[src/rtl/lv_lbist_seq.sv]
// LV logic-BIST sequencer: runs CH_NUM request/ack self-test channels one
// after another, REQ_NUM requests each with a per-request ack timeout, watches
// MON_NUM fault-pulse inputs during the run and reports per-channel, monitor
// and global pass/fail plus a global-timeout flag.
//
// Request/ack handshake: o_ch_req[ch] is a registered level that stays high
// for the whole WAIT phase of the active channel. The client answers with a
// single-cycle i_ch_ack[ch] pulse; i_ch_err[ch] is only looked at in the cycle
// that ack is sampled high. The request drops on the edge that takes the ack,
// then stays low for exactly one GAP cycle before the next request rises.
// Acks/errs from inactive channels or outside WAIT are ignored.
module lv_lbist_seq #(
  parameter int CH_NUM   = 2,
  parameter int REQ_NUM  = 4,
  parameter int PASS_NUM = 3,
  parameter int MON_NUM  = 2,
  parameter int ACK_TMO  = 96,
  parameter int GLB_TMO  = 96000
) (
  input  logic               i_clk,
  input  logic               i_rst_n,
  input  logic               i_bist_en,
  output logic [CH_NUM-1:0]  o_ch_req,
  input  logic [CH_NUM-1:0]  i_ch_ack,
  input  logic [CH_NUM-1:0]  i_ch_err,
  input  logic [MON_NUM-1:0] i_mon_pulse,
  output logic [CH_NUM-1:0]  o_ch_pass,
  output logic               o_mon_pass,
  output logic               o_bist_tmo,
  output logic               o_bist_pass,
  output logic               o_bist_done,
  output logic [1:0]         o_dbg_state
);

  localparam int CW = $clog2(CH_NUM + 1);
  localparam int RW = $clog2(REQ_NUM + 1);
  localparam int AW = $clog2(ACK_TMO + 1);
  localparam int GW = $clog2(GLB_TMO + 1);

  localparam logic [RW-1:0] REQ_MAX  = RW'(REQ_NUM);
  localparam logic [RW-1:0] PASS_MIN = RW'(PASS_NUM);
  localparam logic [AW-1:0] ACK_MAX  = AW'(ACK_TMO);
  localparam logic [AW-1:0] ACK_LAST = AW'(ACK_TMO - 1);
  localparam logic [GW-1:0] GLB_MAX  = GW'(GLB_TMO);
  localparam logic [GW-1:0] GLB_LAST = GW'(GLB_TMO - 1);
  localparam logic [CW-1:0] CH_LAST  = CW'(CH_NUM - 1);

  localparam logic [1:0] S_IDLE = 2'd0;
  localparam logic [1:0] S_WAIT = 2'd1;
  localparam logic [1:0] S_GAP  = 2'd2;
  localparam logic [1:0] S_DONE = 2'd3;

  if (PASS_NUM > REQ_NUM) begin : g_bad_pass_num
    $error("lv_lbist_seq: PASS_NUM must not exceed REQ_NUM");
  end

  logic [1:0]        state;
  logic [CW-1:0]     ch;
  logic [RW-1:0]     req_cnt;
  logic [RW-1:0]     ok_cnt;
  logic [AW-1:0]     ack_cnt;
  logic [GW-1:0]     glb_cnt;
  logic              mon_seen;
  logic [CH_NUM-1:0] ch_pass_r;
  logic              mon_pass_r;
  logic              tmo_r;
  logic              done_r;
  logic [CH_NUM-1:0] ch_req_r;

  logic [CH_NUM-1:0] ch_mask;
  logic              ack_hit;
  logic              err_hit;
  logic              ack_exp;
  logic              glb_exp;
  logic              mon_now;
  logic              last_ch;

  // Decode the active channel and the per-cycle events the FSM reacts to.
  always_comb begin
    ch_mask = CH_NUM'(1) << ch;
    ack_hit = (state == S_WAIT) && ((i_ch_ack & ch_mask) != '0);
    err_hit = (i_ch_err & ch_mask) != '0;
    ack_exp = ack_cnt >= ACK_LAST;
    glb_exp = ((state == S_WAIT) || (state == S_GAP)) && (glb_cnt >= GLB_LAST);
    mon_now = mon_seen | (|i_mon_pulse);
    last_ch = ch >= CH_LAST;
  end

  // Sequencer FSM, counters and result registers; disable aborts everything.
  always_ff @(posedge i_clk or negedge i_rst_n) begin
    if (!i_rst_n) begin
      state      <= S_IDLE;
      ch         <= '0;
      req_cnt    <= '0;
      ok_cnt     <= '0;
      ack_cnt    <= '0;
      glb_cnt    <= '0;
      mon_seen   <= 1'b0;
      ch_pass_r  <= '0;
      mon_pass_r <= 1'b0;
      tmo_r      <= 1'b0;
      done_r     <= 1'b0;
      ch_req_r   <= '0;
    end else if (!i_bist_en) begin
      state      <= S_IDLE;
      ch         <= '0;
      req_cnt    <= '0;
      ok_cnt     <= '0;
      ack_cnt    <= '0;
      glb_cnt    <= '0;
      mon_seen   <= 1'b0;
      ch_pass_r  <= '0;
      mon_pass_r <= 1'b0;
      tmo_r      <= 1'b0;
      done_r     <= 1'b0;
      ch_req_r   <= '0;
    end else begin
      case (state)
        S_IDLE: begin
          state     <= S_WAIT;
          ch        <= '0;
          req_cnt   <= '0;
          ok_cnt    <= '0;
          ack_cnt   <= '0;
          glb_cnt   <= '0;
          mon_seen  <= 1'b0;
          ch_pass_r <= '0;
          ch_req_r  <= CH_NUM'(1);
        end
        S_WAIT, S_GAP: begin
          if (glb_cnt != GLB_MAX) glb_cnt <= glb_cnt + GW'(1);
          mon_seen <= mon_now;
          if (glb_exp) begin
            // Global timeout beats any same-cycle ack or channel step;
            // unfinished channels keep their cleared pass bit.
            state      <= S_DONE;
            tmo_r      <= 1'b1;
            done_r     <= 1'b1;
            mon_pass_r <= ~mon_now;
            ch_req_r   <= '0;
          end else if (state == S_WAIT) begin
            if (ack_hit || ack_exp) begin
              // An ack arriving on the timeout cycle still counts as an ack.
              state    <= S_GAP;
              ch_req_r <= '0;
              ack_cnt  <= '0;
              if (req_cnt != REQ_MAX) req_cnt <= req_cnt + RW'(1);
              if (ack_hit && !err_hit && (ok_cnt != REQ_MAX)) ok_cnt <= ok_cnt + RW'(1);
            end else if (ack_cnt != ACK_MAX) begin
              ack_cnt <= ack_cnt + AW'(1);
            end
          end else begin
            if (req_cnt < REQ_MAX) begin
              state    <= S_WAIT;
              ch_req_r <= ch_mask;
            end else begin
              ch_pass_r <= ch_pass_r | ((ok_cnt >= PASS_MIN) ? ch_mask : '0);
              req_cnt   <= '0;
              ok_cnt    <= '0;
              if (last_ch) begin
                state      <= S_DONE;
                done_r     <= 1'b1;
                mon_pass_r <= ~mon_now;
              end else begin
                state    <= S_WAIT;
                ch       <= ch + CW'(1);
                ch_req_r <= ch_mask << 1;
              end
            end
          end
        end
        default: begin
          // DONE: results frozen until the enable drops.
        end
      endcase
    end
  end

  assign o_ch_req    = ch_req_r;
  assign o_ch_pass   = done_r ? ch_pass_r : '0;
  assign o_mon_pass  = done_r & mon_pass_r;
  assign o_bist_tmo  = done_r & tmo_r;
  assign o_bist_pass = done_r & (&ch_pass_r) & mon_pass_r & ~tmo_r;
  assign o_bist_done = done_r;
  assign o_dbg_state = state;

endmodule

[config.mk]
export PLATFORM = sky130hd
export DESIGN_NAME = lv_lbist_seq
export DESIGN_NICKNAME = d
export VERILOG_FILES = /design/src/rtl/lv_lbist_seq.sv
export SDC_FILE = /design/constraint.sdc
export NUM_CORES = 1
export LEC_CHECK = 0
export BUFFER_PORTS_ARGS = -buffer_cell sky130_fd_sc_hd__buf_2
export CAP_MARGIN = 20
export CORE_AREA = 2 2 85 71
export DETAILED_ROUTE_END_ITERATION = 8
export DIE_AREA = 0 0 87 73
export PLACE_DENSITY_LB_ADDON = 0.08
export SLEW_MARGIN = 5
export SYNTH_ARGS = -nofsm -noshare
export SYNTH_HDL_FRONTEND = slang
export SYNTH_SLANG_ARGS = --single-unit
[constraint.sdc]
create_clock -name i_clk -period 2.04 [get_ports i_clk]
set_input_delay 0.204 -clock i_clk [delete_from_list [all_inputs] [get_ports i_clk]]
set_output_delay 0.204 -clock i_clk [all_outputs]
set_load 0.02 [all_outputs]
==> results of run 1 <==
==> flip-flops by register name, indices dropped and copies added (netlist names) <==
name         flops
o_dbg_state      2
ok_cnt           3
glb_cnt         17
o_bist_done      1
ack_cnt          7
ch_pass_r        2
mon_seen         1
tmo_r            1
ch               2
req_cnt          3
o_ch_req         2
mon_pass_r       1
==> final timing paths <==
path / from / slack, ns / to / depth (start not counted)
min in group asynchronous: i_rst_n / 0.44 / ch[1]$_DFFE_PN0P_ / 2
worst min-delay path: i_mon_pulse[0] / 0.14 / mon_seen$_DFFE_PN0P_ / 3
worst min register to register: tmo_r$_DFFE_PN0P_ / 0.51 / tmo_r$_DFFE_PN0P_ / 2
max in group asynchronous: i_rst_n / 1.00 / glb_cnt[8]$_DFFE_PN0P_ / 3
worst max register to register: o_dbg_state[1]$_DFFE_PN0P_ / 0.09 / o_ch_req[0]$_DFFE_PN0P_ / 8
worst max-delay path: o_dbg_state[1]$_DFFE_PN0P_ / 0.09 / o_ch_req[0]$_DFFE_PN0P_ / 8
==> repair_timing <==
item | 4_1_cts | 5_1_grt
pin swaps | 0 | 9
setup buffers | 0 | 6
gates resized for setup | 1 | 31
hold endpoints to repair | 23 | 0
hold buffers | 1 | 0
setup endpoints to repair | 1 | 31
==> metrics by stage <==
| stage | hold slack, ns | instance area, um2 | utilization (%) | std cells | setup slack [ns] |
|---|---|---|---|---|---|
| finish | 0.142 | 3320 | 59.3 | 423 | 0.0921 |
| CTS | 0.133 | 3160 | 56.4 | 417 | 0.00773 |
| global placement | 0.241 | 3060 | 54.6 | 408 | 0.00846 |
| detailed placement | 0.247 | 3060 | 54.6 | 408 | -0.0121 |
| global route | 0.212 | 3320 | 59.3 | 423 | -0.0263 |
| floorplan | -0.0916 | 2670 | - | 300 | -0.00311 |
==> power by group <==
group	internal [mW]	total (mW)	leakage [nW]	switching, mW
clock network	0.238	0.528	0.0450	0.290
registers	0.922	0.990	0.574	0.0682
logic	0.674	1.55	0.860	0.873
==> cell usage in the layout, fill, tap and decap left out, types with 2 or more instances in the layout <==
master / count
a211oi_1: 2
a21boi_0: 2
a21oi_1: 9
a21oi_2: 2
a22o_1: 4
a22oi_1: 2
a31oi_1: 5
and2_1: 6
and3_1: 5
buf_2: 18
buf_4: 40
clkbuf_8: 5
clkinv_2: 2
dfrtp_1: 38
dfrtp_2: 4
ha_1: 12
ha_2: 2
inv_1: 21
mux2_2: 3
mux2i_1: 2
nand2_1: 33
nand2_2: 3
nand2b_1: 2
nand3_1: 13
nand3_2: 3
nand4_1: 8
nor2_1: 16
nor3_1: 3
nor3_2: 4
nor3_4: 2
nor3b_1: 2
nor4_4: 2
o21a_1: 3
o21ai_0: 28
o21ai_1: 6
o21ai_2: 2
o2bb2ai_1: 5
o31ai_1: 4
xor2_1: 3
==> per-layer routing <==
metal / wire length [um] / GRT usage (%) / vias up / part of all wire [%]
li1: - / - / 1187 / -
met1: 3330 / 32.9 / 1172 / 51
met2: 2900 / 31.3 / 57 / 44
met3: 249 / 3.73 / 9 / 3.8
met4: 70 / 5.03 / 0 / 1.1
met5: 0 / 0 / - / 0
==> cell type report <==
cell class	instances	area, um2	area share [%]
inverter	22	82.6	2.49
clock buffer	6	72.6	2.19
timing repair buffer	60	420	12.7
sequential	42	1060	31.8
tap	67	83.8	2.52
multi-input combinational	224	1600	48.0
clock inverter	2	10.0	0.301
==> kinds of logic after synthesis <==
logic type | Yosys count | share of synthesized area (%)
buf+inv | 34 | 5.28
mux | 5 | 2.03
flops | 42 | 39.6
fa+ha+maj | 15 | 7.07
xor+xnor | 4 | 1.32
compound gates | 84 | 20.1
simple gates | 116 | 24.7
==> worst reg2reg max path, stage by stage, from the launching register on <==
cell	delay [ns]
dfrtp_2	0.38
inv_1	0.08
ha_4	0.30
and2_4	0.14
nand2_2	0.07
nor3_4	0.25
a21oi_2	0.09
o21ai_2	0.18
mux2_2	0.35
==> flow_summary_export.csv, run 1 <==
group,metric,value,unit
floorplan,die_area,0.00635,mm2
timing,fin_skew,0.0128,ns
timing,tns,0,ns
routing,antenna_left,0,
floorplan,row_count,25,
setup_path,worstPathArrival,2.13,ns
pwr,ir_drop,0.590,mV
clocking,path_clk_slew,0.09,ns
timing,rsz0062_at_grt,"true",
clocking,cts_tree,"built",
setup_path,critPathKind,"flip-flop to flip-flop",
clocking,clockBufferDepth,2,
setup_path,path_buf_inv,1,
clocking,clk_latency,0.30,ns
setup_path,critPathTopFamily,"simple AND/OR/NAND/NOR gates",
yosys,syn_inst,300,
placed_design,place.detailed.hpwl,4.67,mm
yosys,synth-edff-count,0,
yosys,ys_warn_count,0,
yosys,synthArstFlopShare,100,%
setup_path,path_cells,"inv_1 > ha_4 > and2_4 > nand2_2 > nor3_4 > a21oi_2 > o21ai_2 > mux2_2",
routing,via_count,2425,
yosys,synth_top_flop_cell,"dfrtp_1",
timing,period_share,95.5,%
routing,via_per_inst,5.73,
floorplan,start_util,47.4,%
routing,drt_iter0_drc,140,
placed_design,io_buffers,18,
finish,fillers,512,
yosys,yosysTopAreaCell,"dfrtp_1",
yosys,synth_nets,324,
pwr,power,3.06,mW
setup_path,worst-path-max-fanout,5,
routing,drc,0,
floorplan,ios,19,
clocking,cts_num_sinks,42,
grt,first_global_vias,2265,
flow_run,cap_violations,0,
placed_design,gp_congestion,0.804,
timing,slew_violations,0,
routing,wl_per_cell,15.5,um
floorplan,die_x,87,um
finish,syn_to_final_growth,25.0,%
grt,grt-ovfl-total,0,
setup_path,cp-end-kind,"flip-flop",
clocking,htreeDepth,2,
timing,setup_viol,0,
yosys,synth_seq_cells,42,
yosys,synth_most_common_cell,"dfrtp_1",
timing,worst_slew_pin_slew,0.598,ns
floorplan,core_area,0.00560,mm2
timing,fmax,513,MHz
timing,hold_viol_final,0,
yosys,synthDistinctLibCells,56,
grt,grt_antenna_before_repair,0,
setup_path,cp_slowest_cell,"dfrtp_2",
floorplan,fp.dieH,73,um
grt,track_usage,21.4,%
grt,grt_start_max_net_pins,26,
pwr,p_leak,1.48,nW
worst_hold_path,hold_path.class,"input pin to flip-flop",
run_status,status,"completed",
finish,nets,379,
setup_path,crit_required,2.22,ns
yosys,avgSynthCellArea,8.85,um2
clocking,numCtsBuffers,5,
routing,wl,6.55,mm
finish,n_antenna_cell,0,
yosys,synthTopCellsByArea,"dfrtp_1, ha_1, o21ai_0, nand2_1, inv_1",
grt,grt_pass1_wl,10.8,mm
setup_path,critical-path-max-stage-delay,0.38,ns
yosys,ys_seq_area_share,39.6,%
clocking,cts-root-buf,"clkbuf_8",
setup_path,worst_setup_path_start_kind,"flip-flop",
yosys,netlist_top_cells_count,"dfrtp_1, nand2_1, o21ai_0",
routing,drtPass1Iterations,4,
finish,drive_gt1_share,30.3,%
timing,maxSlewHeadroom,60.1,%
yosys,netlist_area,0.00266,mm2
yosys,synth_top_cell_area_share,39.6,%
timing,period_minus_slack,1.95,ns
pwr,power-per-cell-area,923,mW/mm2
Power figures use the tool's default switching activity.
==> inputs of run 2 (changes only) <==
CORE_AREA = 2 2 63 95   (was 2 2 85 71)
DIE_AREA = 0 0 65 97   (was 0 0 87 73)
HOLD_SLACK_MARGIN = 0.05   (was not set)
==> flow_summary_export.csv, run 2 (same netlist as run 1, synthesis figures left out) <==
group,metric,value,unit
routing,drtPass1Iterations,5,
timing,slew_violations,0,
floorplan,core_area,0.00541,mm2
timing,fin_hold_ws,0.141,ns
clocking,numCtsBuffers,5,
routing,via_count,2348,
grt,grt_start_max_net_pins,30,
clocking,cts_tree,"built",
grt,first_global_vias,2335,
setup_path,cp_common_cell,"nand3_2",
timing,tns,0,ns
timing,worst_slack,0.0715,ns
timing,maxSlewHeadroom,54.9,%
pwr,p_leak,1.44,nW
grt,grt_pass1_wl,10.7,mm
finish,seq_area,0.00106,mm2
setup_path,cp-end-kind,"flip-flop",
placed_design,io_buffers,18,
routing,routed.top_layer,"met4",
floorplan,fp.dieH,97,um
timing,rsz0062_at_grt,"true",
floorplan,row_count,33,
setup_path,critPathKind,"flip-flop to flip-flop",
pwr,power-per-cell-area,919,mW/mm2
timing,period_minus_slack,1.97,ns
setup_path,critical-path-max-stage-delay,0.41,ns
timing,worst_slew_pin_slew,0.677,ns
setup_path,crit_required,2.22,ns
grt,grt_antenna_before_repair,0,
grt,grt-ovfl-total,0,
finish,design_area,0.00321,mm2
run_status,status,"completed",
setup_path,ff2ff_setup_slack,0.07,ns
setup_path,worst-path-max-fanout,5,
placed_design,place.detailed.hpwl,4.74,mm
setup_path,path_cells,"ha_1 > nand3_2 > nor4_4 > a211oi_2 > nand3_2 > nand2_2 > mux2_2",
setup_path,worstPathArrival,2.15,ns
routing,wl,6.34,mm
finish,drive_gt1_share,25.4,%
clocking,cts_num_sinks,42,
finish,final_common_cell,"dfrtp_1",
finish,multiInputGateArea,0.00153,mm2
floorplan,die_x,65,um
finish,final_cell_mix,"dfrtp_1, buf_4, nand2_1, o21ai_0, inv_1",
finish,fillers,506,
routing,dr_wl_met2,3.50,mm
routing,antenna_left,0,
pwr,ir_drop,0.556,mV
floorplan,die_area,0.00631,mm2
timing,fin_skew,0.00303,ns
clocking,clk_latency,0.30,ns
routing,drc,0,
timing,period_share,96.5,%
finish,n_antenna_cell,0,
routing,drt_iter0_drc,132,
finish,reg_top3,"glb_cnt x17, ack_cnt x7",
clocking,cts-root-buf,"clkbuf_8",
finish,largest_register,"glb_cnt",
clocking,clockBufferDepth,2,
clocking,htreeDepth,2,
floorplan,start_util,49.1,%
routing,via_per_inst,5.59,
setup_path,cp_slowest_cell,"dfrtp_1",
clocking,path_clk_slew,0.08,ns
placed_design,gp_congestion,0.836,
flow_run,cap_violations,0,
timing,fmax,508,MHz
routing,wl_met3,152,um
finish,syn_to_final_growth,21.0,%
finish,largest_reg_flops,17,
floorplan,ios,19,
routing,wl_met1,2.57,mm
timing,hold_viol_final,0,
routing,wl_per_cell,15.1,um
finish,nets,373,
pwr,power,2.96,mW
timing,setup_viol,0,
placed_design,post_dp_cell_area,0.00303,mm2
grt,track_usage,21.5,%
worst_hold_path,hold_path.class,"input pin to flip-flop",
placed_design,place_ws,0.0316,ns
setup_path,worst_setup_path_start_kind,"flip-flop",
## run 2: cell count changes in the layout (fill, tap and decap cells not counted), moves of 2 or more
| cell | delta |
|---|---|
| a21oi_2 | -2 |
| buf_4 | -5 |
| nor3_1 | +3 |
| ha_2 | -2 |
| nor3_2 | -2 |
| ha_1 | +2 |
| a21oi_1 | +2 |
## run 2: cell type report
class                   count  area share, %
flip-flops and latches     42           32.9
clock buffers               7           2.69
well taps                  70           2.72
clock inverters             1          0.156
repair buffers             54           11.3
multi-input cells         224           47.7
inverters                  22           2.57
## run 2: worst max-delay path: cells and delay by family (launching register included)
family                     cells  cell delay [ns]
muxes                          1             0.33
adders and majority gates      1             0.24
and+or+nand+nor                4             0.48
AOI/OAI and AO/OA              1             0.39
DFF                            1             0.41
## run 2: path summary, 6_finish.rpt
path	from	to	depth (start not counted)
worst max-delay path	glb_cnt[0]$_DFFE_PN0P_	o_dbg_state[1]$_DFFE_PN0P_	7
worst min register to register	tmo_r$_DFFE_PN0P_	tmo_r$_DFFE_PN0P_	2
worst max register to register	glb_cnt[0]$_DFFE_PN0P_	o_dbg_state[1]$_DFFE_PN0P_	7
min in group asynchronous	i_rst_n	ack_cnt[0]$_DFFE_PN0P_	2
max in group asynchronous	i_rst_n	glb_cnt[13]$_DFFE_PN0P_	3
worst min-delay path	i_mon_pulse[0]	mon_seen$_DFFE_PN0P_	3
## run 2: metal layers
| layer | GRT usage, % | vias to the layer above |
|---|---|---|
| li1 | - | 1173 |
| met1 | 24.8 | 1131 |
| met2 | 38.9 | 35 |
| met3 | 3.14 | 9 |
| met4 | 8.18 | 0 |
| met5 | 0 | - |
## run 2: stage by stage
| step | std cells | util [%] |
|---|---|---|
| floorplan | 300 | - |
| global placement | 408 | 56.0 |
| detailed placement | 408 | 56.0 |
| CTS | 417 | 57.9 |
| global route | 420 | 59.4 |
| finish | 420 | 59.4 |
## run 2: power by group
group,leakage [nW],switching [mW],internal (mW)
clock,0.0482,0.286,0.273
combinational,0.818,0.817,0.588
sequential,0.574,0.0698,0.922
## run 2: what timing repair did
action / in CTS / in global routing
endpoints found under the setup margin: 0 / 28
buffers inserted: 0 / 3
hold buffers: 1 / 0
hold endpoints to repair: 27 / 0
gates resized for setup: 0 / 17
